`src/rtl/name_detector.sv`:
```
// name_detector -- Moore FSM that spots the ASCII string "RITUSHREE" in a
// byte stream sampled on every rising clock edge (no enable/valid).
// Ports (positional order preserved for drop-in use):
//   eurika : out 8  {detect, 3'b000, matched-prefix length 0..9}
//   letter : in  8  ASCII character sampled each rising edge
//   clk    : in  1  clock
//   rst    : in  1  asynchronous, active-low reset
module name_detector (
  output logic [7:0] eurika,
  input  logic [7:0] letter,
  input  logic       clk,
  input  logic       rst
);

  typedef enum logic [3:0] {
    S0 = 4'd0,
    S1 = 4'd1,
    S2 = 4'd2,
    S3 = 4'd3,
    S4 = 4'd4,
    S5 = 4'd5,
    S6 = 4'd6,
    S7 = 4'd7,
    S8 = 4'd8,
    S9 = 4'd9
  } state_t;

  localparam logic [7:0] CH_R = 8'h52;
  localparam logic [7:0] CH_I = 8'h49;
  localparam logic [7:0] CH_T = 8'h54;
  localparam logic [7:0] CH_U = 8'h55;
  localparam logic [7:0] CH_S = 8'h53;
  localparam logic [7:0] CH_H = 8'h48;
  localparam logic [7:0] CH_E = 8'h45;

  state_t     state;
  state_t     state_next;
  state_t     state_adv;
  logic [7:0] expected;
  logic       has_expected;

  always_ff @(posedge clk or negedge rst) begin
    if (!rst) begin
      state <= S0;
    end else begin
      state <= state_next;
    end
  end

  // Character that extends the current match, and the state it leads to.
  always_comb begin
    expected     = '0;
    has_expected = 1'b1;
    state_adv    = S0;
    unique case (state)
      S0: begin expected = CH_R; state_adv = S1; end
      S1: begin expected = CH_I; state_adv = S2; end
      S2: begin expected = CH_T; state_adv = S3; end
      S3: begin expected = CH_U; state_adv = S4; end
      S4: begin expected = CH_S; state_adv = S5; end
      S5: begin expected = CH_H; state_adv = S6; end
      S6: begin expected = CH_R; state_adv = S7; end
      S7: begin expected = CH_E; state_adv = S8; end
      S8: begin expected = CH_E; state_adv = S9; end
      S9: begin has_expected = 1'b0; state_adv = S0; end
      default: begin has_expected = 1'b0; state_adv = S0; end
    endcase
  end

  // On a mismatch the only useful overlaps are "R" (restart at S1) and,
  // from "RITUSHR", an 'I' which keeps "RI" matched (S2). A completed
  // match in S9 is treated like S0 for the following character.
  always_comb begin
    state_next = S0;
    if (has_expected && (letter == expected)) begin
      state_next = state_adv;
    end else if ((state == S7) && (letter == CH_I)) begin
      state_next = S2;
    end else if (letter == CH_R) begin
      state_next = S1;
    end else begin
      state_next = S0;
    end
  end

  // Status is decoded from the state register alone.
  always_comb begin
    eurika      = '0;
    eurika[7]   = (state == S9);
    eurika[3:0] = state;
  end

endmodule

```
`config.mk`:
```
export PLATFORM = sky130hd
export DESIGN_NAME = name_detector
export DESIGN_NICKNAME = d
export VERILOG_FILES = /design/src/rtl/name_detector.sv
export SDC_FILE = /design/constraint.sdc
export NUM_CORES = 1
export LEC_CHECK = 0
export BUFFER_PORTS_ARGS = -buffer_cell sky130_fd_sc_hd__clkbuf_2
export CAP_MARGIN = 40
export CORE_AREA = 3 3 40 42
export CTS_CLUSTER_SIZE = 10
export DETAILED_ROUTE_END_ITERATION = 12
export DIE_AREA = 0 0 43 45
export PLACE_DENSITY = 0.7
export RECOVER_POWER = 25
export SLEW_MARGIN = 20
export SYNTH_ARGS = -nofsm -noshare
export SYNTH_HDL_FRONTEND = slang
export SYNTH_SLANG_ARGS = --single-unit
export TNS_END_PERCENT = 30
```
`constraint.sdc`:
```
create_clock -name clk -period 1.9 [get_ports clk]
set_input_delay 0.19 -clock clk [delete_from_list [all_inputs] [get_ports clk]]
set_output_delay 0.19 -clock clk [all_outputs]
set_load 0.01 [all_outputs]
```
==> results of run 1 <==
## layer usage
metal | vias up | GRT usage | share of wire | routed length, um
met1 | 260 | 0.210 | 0.47 | 609
li1 | 279 | - | - | -
met3 | 0 | 0.0120 | 0.055 | 71
met4 | 0 | 0.0723 | 0 | 0
met5 | - | 0 | 0 | 0
met2 | 20 | 0.213 | 0.47 | 603
## power by group through the flow
stage | Clock (mW) | Sequential [mW] | Combinational [mW]
5_1_grt | 0.109 | 0.0861 | 0.0481
6_report | 0.102 | 0.0861 | 0.0434
3_5_place_dp | 0 | 0.0872 | 0.0409
2_1_floorplan | 0 | 0.0871 | 0.0266
3_3_place_gp | 0 | 0.0871 | 0.0402
4_1_cts | 0.108 | 0.0861 | 0.0425
## cell families (layout without fill, tap and decap cells)
| logic type | count (synthesis) | after routing | synth area share |
|---|---|---|---|
| other cells | 1 | 3 | 0.00699 |
| buf+inv | 11 | 28 | 0.114 |
| mux | 1 | 1 | 0.0420 |
| simple gates | 26 | 26 | 0.336 |
| compound gates | 18 | 18 | 0.282 |
| xor+xnor | 2 | 2 | 0.0326 |
| flops | 4 | 4 | 0.186 |
## final timing paths
kind	start	endpoint	cells past startpoint
max	state[2]	state[1]	4
min	rst	state[3]	2
max reg2reg	state[2]	state[1]	4
min reg2reg	state[3]	state[3]	2
max in group asynchronous	rst	state[0]	2
min in group clk	letter[7]	state[1]	4
## cell type report
class | instances | area share
Multi-Input combinational cell | 50 | 0.579
Tap cell | 15 | 0.0277
Inverter | 3 | 0.0166
Clock buffer | 3 | 0.0333
Timing Repair Buffer | 22 | 0.194
Sequential cell | 4 | 0.150
## through the flow
step / instance area, um^2 / util / hold WS, ns
final: 677 / 0.527 / 0.324
after floorplan: 544 / - / -0.106
after global placement: 636 / 0.495 / 0.0000699
after detailed placement: 636 / 0.495 / 0.00269
after CTS: 668 / 0.520 / 0.288
after global routing: 677 / 0.527 / 0.350
## synth_stat cells, types with 2 or more instances
master,number
buf_2,4
buf_4,4
dfrtp_1,4
nand2b_1,4
nor4b_1,4
inv_1,3
nor2_1,3
o21ai_0,3
a21oi_1,2
a2bb2oi_1,2
nand2_1,2
nand3_1,2
nor3b_1,2
nor4bb_1,2
o41ai_1,2
## worst max-delay path, delay by kind of cell (launching register included)
kind | cells | cell delay, ns
AND/OR/NAND/NOR | 2 | 0.47
flip-flops | 1 | 0.47
AO/OA/AOI/OAI | 2 | 0.72
## timing repair
action | 4_1_cts | 5_1_grt
setup endpoints to repair | 0 | 2
hold buffers | 1 | 0
endpoints found under the hold margin | 4 | 0
gates resized for setup | 0 | 3
==> results.md, run 1 <==
Run status:
- The run finished with clean final reports.

Die:
- In this run the horizontal extent of the chip is 43 um.
- Pin placement for this block handled 18 I/O pins.
- In this run the standard cell core region covers 1280 um^2.
- The floorplan step defined a die boundary enclosing 1940 um^2.
- The number of cell rows is 13.
- In this run the vertical extent of the chip is 45 um.
- The initial utilization of the core area, before any placement, comes to 0.418.

Critical path:
- The startpoint class of the critical path is a register.
- The cell with the biggest individual delay on the critical path is dfrtp_1.
- The maximum fanout along the worst path is 10.
- Data arrives at the worst endpoint at 1.88 ns.
- The maximum cell stage delay along the critical path is 0.47 ns.
- The nature of the critical path endpoint is a register.
- Data on the critical path is required at its endpoint by 2.01 ns.
- The critical setup path kind is register to register.
- Setup slack on the worst reg-to-reg path comes out at 0.13 ns.
- The signal on the critical path passes through nand2b_1, a2111oi_2, nand4_1, o41ai_1.

Drt:
- The detailed router finished its first iteration with 13 violations.
- After detailed routing, the number of remaining DRC violations is 0.
- The overall via count from detail_route is 559.
- The first detailed-routing pass ran for 4 iterations.
- For this block, the routed nets add up to 1.29 mm of wire.
- Once detail routing completed, the nets flagged for antenna violations numbered 0.
- The ratio of routed vias to standard cells is 5.76.
- The average routed wire per standard cell is 13.2 um.

Power and ir drop:
- For this design the ratio of total power to cell area is 342 nW/um^2.
- The net switching power is 0.0571 mW.
- The total power after layout is 0.231 mW.
- The internal portion of the total power is 0.174 mW.
- The worst-case IR drop observed on VDD is 0.222 mV.
- Of the total power, the share spent switching nets is 0.247.
- The share of total power in sequential cells is 0.372.
- The share of total power dissipated in the clock network is 0.441.
- The static power due to leakage is 0.295 nW.
- The proportion of power drawn by combinational gates is 0.187.

Final layout:
- The multi-input logic area is 392 um^2.
- The library cell used most frequently in the layout, excluding fill and tap cells, is clkbuf_2.
- In the final layout, the registers with the most flip-flops are state x4.
- The register with the most flip-flops in the final layout is state.
- From synthesis to final layout, the design area changed by 26.1%.
- In the final design database the tool counted 94 nets.
- Leaving out fill and tap cells, the most frequent cells in the layout are 13 x clkbuf_2, 7 x buf_4, 4 x nand2b_1, 4 x nor4b_1.
- In the final layout, flip-flops and latches occupy 101 um^2.
- In the final layout, the share of cells above drive strength 1 is 0.366.
- The flip-flop count of the largest register after layout is 4.
- The count of non-filler cells in the finished layout is 97.
- 0 antenna diodes ended up in the layout.
- The fill cell instance count of the final layout is 129.

Global routing:
- The sum of overflow across all layers after global routing is 0.
- The initial antenna violation count was 0.
- The number of global-route vias before repair is 474.
- The largest net degree at the start of global routing is 11.
- The global-route wire length before repair is 2.10 mm.
- The total global routing track utilization is 0.144.

Worst hold path:
- The worst hold path belongs to the class input pin to async pin.

Timing:
- Setup violations remaining at the end of the flow were counted as 0.
- The clock arrives with 0.00243 ns of skew.
- The total count of max-transition violations in the final report is 0.
- Setup repair after global routing left no endpoint under its margin.
- Across all setup checks in the final design, the least slack found is 0.126 ns.
- The count of endpoints failing hold in the final timing report is 0.
- The post-route fraction of the period consumed by the critical path is 0.934.
- The time the final worst path needs with I/O delays and setup is 1.77 ns.
- The fmax is 0.564 GHz.
- After routing, the total negative slack on setup checks comes to 0 ns.

Place:
- The placer congestion estimate is 0.807.
- The number of buffer cells added on primary ports is 14.
- In this run, placement finished with an instance count of 93.
- The sum of net half-perimeters after detailed placement is 996 um.
- The worst setup slack after placement is 0.133 ns.

Synth:
- After synthesis, the share of flip-flops with an asynchronous set or reset is 1.00.
- After synthesis, the cell types taking the most area are dfrtp_1 19%, nor4b_1 6.5%, buf_4 5.6%, nand2b_1 4.7%, mux2i_4 4.2%.
- The synthesized netlist cell count is 63.
- In this run the mean area of a mapped cell was 8.52 um^2.
- The synthesized design contains 0 enable-type register cells.
- The netlist area before placement is 537 um^2.
- Of the synthesized area, sequential elements account for 0.186.
- The synthesized design spends more area on one cell type than any other, namely dfrtp_1.
- For this run, the leading register cell type out of synthesis is dfrtp_1.
- The number of unique standard cell types used by synthesis is 35.
- Counting flops and latches in the post-synthesis netlist gives 4.
- The area share of the leading cell type in the synthesized netlist is 0.186.
- The synthesis warning total is 0.

Job:
- The max capacitance violation total is 0.

Clocking:
- TritonCTS built the clock tree.
- The maximum number of buffers from clock root to sink is 2.
- After clock tree synthesis, the clock-pin slew on the worst setup and hold paths is 0.04 ns.
- In this run the post-CTS setup repair buffer count came out at 0.
- The clock sink count is 4.
- The clock latency on the worst-skew pair is 0.23 ns.
- The total number of H-tree levels is 1.
- The CTS buffer count is 3.
- CTS placed an instance of clkbuf_4 at the clock tree root.
No activity file was read; power rests on OpenSTA's default activity.
==> run 2, diff against run 1 <==
--- a/config.mk
+++ b/config.mk
@@ -7,10 +7,10 @@
 export LEC_CHECK = 0
 export BUFFER_PORTS_ARGS = -buffer_cell sky130_fd_sc_hd__clkbuf_2
 export CAP_MARGIN = 40
-export CORE_AREA = 3 3 40 42
+export CORE_MARGIN = 3
+export CORE_UTILIZATION = 40
 export CTS_CLUSTER_SIZE = 10
 export DETAILED_ROUTE_END_ITERATION = 12
-export DIE_AREA = 0 0 43 45
 export PLACE_DENSITY = 0.7
 export RECOVER_POWER = 25
 export SLEW_MARGIN = 20
==> constraint.sdc (replaced) <==
create_clock -name clk -period 1.9 [get_ports clk]
set_input_delay 0.19 -clock clk [delete_from_list [all_inputs] [get_ports clk]]
set_output_delay 0.19 -clock clk [all_outputs]
set_load 0.1 [all_outputs]
==> run 2 against run 1 <==
Effect of this change:
- power up 11%
- die area down 6.1%
- clock power about the same
- critical path depth unchanged
- non-clock buffer count down 3
- first-iteration DRC count down 31%
- via count down 0.54%
- wire length up 4.2%
- global-route usage up 1.9 points
- cell count down 4.1%
- cell area down 0.18%
==> results.md, run 2 (synthesis results as in run 1) <==
Run status:
- The run finished with clean final reports.

Clocking:
- The clock latency on the worst-skew pair is 0.23 ns (about the same).
- The clock sink count came to 4 (unchanged).
- The total number of H-tree levels is 1 (unchanged).
- The maximum number of buffers from clock root to sink is 2 (unchanged).
- The CTS buffer count is 3 (unchanged).
- Clock tree synthesis selected as its root buffer the cell clkbuf_4.
- TritonCTS built the clock tree.
- The clock slew seen by the registers of the worst setup and hold paths is 0.04 ns (about the same).

Power and ir drop:
- The total power after layout is 0.257 mW (+11%).
- The share of total power in sequential cells is 0.335 (-0.037).
- The net switching power is 0.0829 mW (+45%).
- The proportion of power drawn by combinational gates was 0.258 (+0.071).
- The static power due to leakage is 0.268 nW (-9.4%).
- The switching portion of total power came to 0.322 (+0.0759).
- The portion of total power attributed to the clock network is 0.407 (-0.034).
- The worst supply voltage drop on vdd was 0.198 mV (-11%).
- The cell area power density is 381 nW/um^2 (+11%).
- The internal power came to 0.174 mW (about the same).

Timing:
- The final clock skew is 0.000104 ns (-0.00233 ns).
- The setup total negative slack came to 0 ns (unchanged).
- The actual transition at the worst max-transition pin is 0.541 ns.
- The total count of max-transition violations in the final report was 0 (unchanged).
- The post-route fraction of the period consumed by the critical path is 0.962 (+0.0281).
- The count of endpoints failing setup in the final report is 0 (unchanged).
- The fmax is 0.547 GHz (-2.9%).
- The time the final worst path needs with I/O delays and setup came to 1.83 ns (+0.0534 ns).
- The count of endpoints failing hold in the final timing report was 0 (unchanged).
- Setup repair after global routing could not meet its margin everywhere.
- The relative slew slack is 0.641.

Place:
- The number of placed cells counting well taps is 89 (-4.3%).
- The number of buffer cells added on primary ports is 14 (unchanged).
- The sum of net half-perimeters after detailed placement was 1.03 mm (+3.4%).
- The cell area after placement is 644 um^2 (+1.4%).
- The placer congestion estimate was 0.941 (+17%).

Drt:
- The overall via count from detail_route is 556 (-0.54%).
- The count of antenna-violating nets left after detailed routing is 0 (unchanged).
- The total iterations of the first detailed-routing run was 4 (unchanged).
- The DRC violation count after routing is 0 (unchanged).
- The final wirelength is 1.34 mm (+4.2%).
- The average routed wire per standard cell is 14.4 um (+8.7%).
- The ratio of routed vias to standard cells is 5.98 (+3.7%).
- The starting DRC count in detailed routing is 9 (-4).

Final layout:
- The multi-input logic area was 398 um^2 (+1.6%).
- The share of layout cells above drive strength 1 is 0.380 (+0.0139).
- The final standard cell area without fillers is 676 um^2 (-0.18%).
- The growth of design area from synthesis to finish is 25.9%.
- The fill cell instance count of the final layout is 110 (-15%).
- The total area of sequential cells is 115 um^2 (+14%).
- The count of inserted antenna diode cells is 0 (unchanged).
- The flip-flop count of the largest register after layout is 4 (unchanged).
- The library cell used most frequently in the layout, excluding fill and tap cells, is clkbuf_2.
- The count of non-filler cells in the finished layout was 93 (-4.1%).
- The count of nets after finishing was 91 (-3.2%).
- In the layout the commonest cells are 12 x clkbuf_2, 5 x buf_4, 4 x nand2b_1, 4 x nor4b_1, 4 x dfrtp_4.
- The largest registers in the layout are state x4.
- The register with the most flip-flops is state.

Worst hold path:
- The class of the tightest hold or removal check is input pin to register.
- The critical hold path startpoint is letter[7].

Global routing:
- The total global routing track utilization is 0.163 (+0.0189).
- The sum of overflow across all layers after global routing is 0 (unchanged).
- The global-route wire length before repair is 2.32 mm (+11%).
- The number of global-route vias before repair is 540 (+14%).
- The initial antenna violation count is 0 (unchanged).
- The largest net degree at the start of global routing came to 12 (+1).

Critical path:
- The arrival time reported for the critical path endpoint is 1.93 ns (+0.05 ns).
- The critical setup path kind is register to register.
- The data required time of the critical path is 2.01 ns (about the same).
- The nature of the critical path endpoint is a register.
- STA classifies the critical path startpoint as a register.
- The maximum fanout along the worst path is 7 (-3).
- The startpoint of the worst register-to-register path is state[0].
- In this run the worst setup path begins at state[0].

Die:
- The number of cell rows is 12 (-1).
- The full die area came to 1820 um^2 (-6.1%).
- The core outline area is 1190 um^2 (-7.7%).
- The number of primary I/O pins is 18 (unchanged).
- The vertical die dimension is 42.6 um (-5.3%).
- The die width is 42.6 um (-0.86%).
- The starting utilization of the core area is 0.453 (+0.0348).

Job:
- The max capacitance violation total is 0 (unchanged).
run 2: final timing paths:
| kind | endpoint | slack (ns) | depth (start not counted) |
|---|---|---|---|
| max reg2reg | state[0] | 0.07 | 4 |
| min | state[1] | 0.30 | 4 |
| max | state[0] | 0.07 | 4 |
| max in group asynchronous | state[2] | 1.37 | 2 |
| min reg2reg | state[0] | 0.76 | 3 |
| min in group asynchronous | state[1] | 0.33 | 2 |
run 2: worst max-delay path, cell delays in order, from the launching register on:
cell     delay [ns]
dfrtp_4        0.50
or4b_4         0.58
mux2i_4        0.15
a21oi_2        0.07
o41ai_1        0.39
run 2: per-layer routing:
layer,GRT usage,share of wire
met4,0.0994,0.028
met2,0.257,0.46
met1,0.199,0.45
met3,0.0300,0.056
met5,0,0
run 2: repair_timing:
| item | CTS | global route |
|---|---|---|
| buffers inserted | 0 | 0 |
| hold buffers | 1 | 0 |
| endpoints found under the hold margin | 4 | 0 |
| endpoints found under the setup margin | 0 | 3 |
| resized for setup | 0 | 0 |
run 2: power by group through the flow:
stage	Combinational, mW	Sequential, mW	Clock, mW
4_1_cts	0.0665	0.0862	0.106
5_1_grt	0.0709	0.0860	0.120
3_3_place_gp	0.0641	0.0875	0
6_report	0.0664	0.0861	0.105
3_5_place_dp	0.0647	0.0875	0
2_1_floorplan	0.0502	0.0884	0
run 2: metrics by stage:
stage | hold slack [ns] | setup WS [ns] | util
floorplan | -0.106 | -0.219 | -
global placement | -0.000385 | 0.104 | 0.543
detailed placement | -0.000884 | 0.0909 | 0.543
CTS | 0.297 | 0.0807 | 0.571
global route | 0.332 | -0.0550 | 0.570
finish | 0.304 | 0.0729 | 0.570
run 2: area by class of cell:
type                    count  share of cell area
clock buffers               3              0.0333
repair buffers             19               0.165
flip-flops and latches      4               0.170
inverters                   3              0.0167
multi-input cells          50               0.589
well taps                  14              0.0259
==> run 3, diff against run 2 <==
--- a/config.mk
+++ b/config.mk
@@ -7,10 +7,10 @@
 export LEC_CHECK = 0
 export BUFFER_PORTS_ARGS = -buffer_cell sky130_fd_sc_hd__clkbuf_2
 export CAP_MARGIN = 40
-export CORE_MARGIN = 3
-export CORE_UTILIZATION = 40
+export CORE_AREA = 3 3 40 42
 export CTS_CLUSTER_SIZE = 10
 export DETAILED_ROUTE_END_ITERATION = 12
+export DIE_AREA = 0 0 43 45
 export PLACE_DENSITY = 0.7
 export RECOVER_POWER = 25
 export SLEW_MARGIN = 20
==> run 3 against run 2 <==
Effect of this change:
- sequential share of layout area decreased by 0.58 points
- die area is 6.5% higher
- highest routed layer unchanged
- global-route usage fell by 0.31 points
- sequential power is essentially flat
- largest power group unchanged
- core utilization down 2.5 points
- largest cell class unchanged
- first-iteration DRC count grew 44%
- register-to-register slack about the same
- combinational power up 3%
- sequential cell count unchanged
- clock power rose by 5%
- critical path depth is the same
- power up 3.0%
==> results.md, run 3 (synthesis results as in run 1) <==
Clocking:
- The maximum number of buffers from clock root to sink was 2 (unchanged).
- The clock latency on the worst-skew pair is 0.24 ns (about the same).
- The CTS buffer count came to 3 (unchanged).
- The total number of H-tree levels is 1 (unchanged).
- The clock slew seen by the registers of the worst setup and hold paths came to 0.04 ns (about the same).
- TritonCTS built the clock tree.
- The clock sink count is 4 (unchanged).
- The clock tree root buffer cell is clkbuf_4.

Die:
- The number of primary I/O pins was 18 (unchanged).
- The full die area is 1940 um^2 (+6.5%).
- The starting utilization of the core area is 0.418 (-0.0348).
- The core outline area is 1280 um^2 (+8.3%).
- The number of cell rows is 13 (+1).
- The vertical die dimension was 45 um (+5.6%).
- The die width is 43 um (+0.87%).

Drt:
- The DRC violation count after routing was 0 (unchanged).
- The final wirelength is 1.32 mm (-1.8%).
- The overall via count from detail_route was 556 (unchanged).
- The starting DRC count in detailed routing came to 13 (+4).
- The ratio of routed vias to standard cells came to 5.85 (-2.1%).
- The count of antenna-violating nets left after detailed routing came to 0 (unchanged).
- The average routed wire per standard cell is 13.8 um (-3.9%).
- The total iterations of the first detailed-routing run is 4 (unchanged).

Timing:
- The total count of max-transition violations in the final report is 0 (unchanged).
- The relative slew slack was 0.642 (+0.000955).
- The count of endpoints failing setup in the final report is 0 (unchanged).
- The worst-case hold slack is 0.308 ns (+0.00367 ns).
- The post-route fraction of the period consumed by the critical path is 0.965 (+0.00344).
- The count of endpoints failing hold in the final timing report is 0 (unchanged).
- The final worst setup slack is 0.0664 ns (-0.00653 ns).
- The fmax was 0.545 GHz (-0.36%).
- The actual transition at the worst max-transition pin is 0.540 ns (-0.00144 ns).
- The time the final worst path needs with I/O delays and setup is 1.83 ns (+0.00653 ns).
- Setup repair after global routing left no endpoint under its margin.
- The final clock skew is 0.00844 ns (+0.00833 ns).

Final layout:
- The top cell types in the final layout, fill and taps aside, are 12 x clkbuf_2, 6 x buf_4, 4 x nand2b_1, 4 x nor4b_1, 4 x dfrtp_4.
- More flip-flops sit in one register than any other, and that register is state.
- The share of layout cells above drive strength 1 is 0.413 (+0.0328).
- The largest registers in the layout are state x4.
- The final standard cell area without fillers came to 699 um^2 (+3.5%).
- The count of inserted antenna diode cells is 0 (unchanged).
- The area growth from synthesis to layout is 30.3%.
- The count of nets after finishing came to 92 (+1.1%).
- The library cell used most frequently in the layout, excluding fill and tap cells, is clkbuf_2.
- The flip-flop count of the largest register after layout came to 4 (unchanged).

Place:
- The cell area after placement was 646 um^2 (+0.19%).
- The worst setup slack after placement is 0.121 ns (+0.0301 ns).
- The sum of net half-perimeters after detailed placement is 921 um (-11%).
- The number of buffer cells added on primary ports is 14 (unchanged).
- The placer congestion estimate is 0.795 (-15%).

Critical path:
- In this run the critical register-to-register path is captured at state[2].
- The startpoint of the worst register-to-register path is state[0].
- Traced cell by cell, the critical path runs through or4b_4, mux2i_4, a21oi_2, nor4b_1.
- The worst-case reg-to-reg path depth is 4 (unchanged).
- The slowest stage of the critical path is the or4b_4 cell.
- The maximum cell stage delay along the critical path is 0.58 ns (about the same).
- The worst setup path is of the register to register kind.
- The critical path buffer and inverter count is 0 (unchanged).
- The startpoint class of the critical path is a register.
- The maximum fanout along the worst path was 10 (+3).
- The data required time of the critical path is 2.01 ns (about the same).
- The arrival time reported for the critical path endpoint came to 1.95 ns (+0.02 ns).
- The worst-case register-to-register setup slack was 0.07 ns (about the same).
- The nature of the critical path endpoint is a register.
- The kind of cell adding the most delay to the critical path is simple AND/OR/NAND/NOR gates.

Power and ir drop:
- The cell area power density came to 379 nW/um^2 (-0.51%).
- The static power due to leakage is 0.284 nW (+5.9%).
- The worst supply voltage drop on vdd is 0.226 mV (+14%).

Global routing:
- The initial antenna violation count came to 0 (unchanged).
- The largest net degree at the start of global routing came to 18 (+6).
- The total global routing track utilization is 0.160 (-0.00305).
- The global-route wire length before repair is 2.25 mm (-3.0%).
- The sum of overflow across all layers after global routing is 0 (unchanged).
- The number of global-route vias before repair is 517 (-4.3%).

Job:
- The max capacitance violation total was 0 (unchanged).

Run status:
- The flow ran to the end, and the final reports show no timing, DRC or antenna violations.

Worst hold path:
- In this run the worst hold path is classified as input pin to async pin.
-- run 3: changes by cell type in the layout (fill, tap and decap cells not counted), sizes merged --
| cell | delta |
|---|---|
| buf | +1 |
-- run 3: worst reg2reg max path, cell delays in order (launching register included) --
cell	delay (ns)
dfrtp_4	0.52
or4b_4	0.58
mux2i_4	0.16
a21oi_2	0.08
nor4b_1	0.36
-- run 3: final cells by class --
type	instances	area [um^2]
clock buffers	3	22.5
fillers	126	586
inverters	3	11.3
multi-input cells	50	413
flip-flops and latches	4	115
well taps	15	18.8
repair buffers	20	119
-- run 3: worst max-delay path by stage --
stage	from	end	slack [ns]	cells past startpoint
finish	state[0]	state[2]	0.07	4
global route	state[2]	state[2]	0.005	5
CTS	state[2]	state[0]	0.11	4
detailed placement	state[2]	state[0]	0.12	4
global placement	state[0]	state[1]	0.15	4
floorplan	state[1]	eurika[7]	-0.22	2
-- run 3: metal layers --
layer,share of wire,up-vias,GRT usage
li1,-,274,-
met2,0.52,15,0.228
met1,0.44,265,0.198
met3,0.030,2,0.0478
met5,0,-,0
met4,0.0061,0,0.133
-- run 3: what timing repair did --
action,CTS,global route
setup endpoints to repair,0,3
hold buffers,1,0
resized for setup,0,2
buffers inserted,0,1
endpoints found under the hold margin,4,0
-- run 3: power by group --
| group | switching [mW] | internal, mW | leakage, nW |
|---|---|---|---|
| sequential | 0.000391 | 0.0858 | 0.0479 |
| clock | 0.0394 | 0.0710 | 0.0138 |
| combinational | 0.0499 | 0.0185 | 0.222 |
| total | 0.0897 | 0.175 | 0.284 |
-- run 3: through the flow --
| stage | utilization | TNS, ns | total power [mW] | instances |
|---|---|---|---|---|
| 6_report | 0.544 | 0 | 0.265 | 95 |
| 3_3_place_gp | 0.502 | 0 | 0.151 | 90 |
| 2_1_floorplan | - | -0.219 | 0.139 | 65 |
| 3_5_place_dp | 0.502 | 0 | 0.152 | 90 |
| 5_1_grt | 0.544 | 0 | 0.286 | 95 |
| 4_1_cts | 0.528 | 0 | 0.265 | 94 |
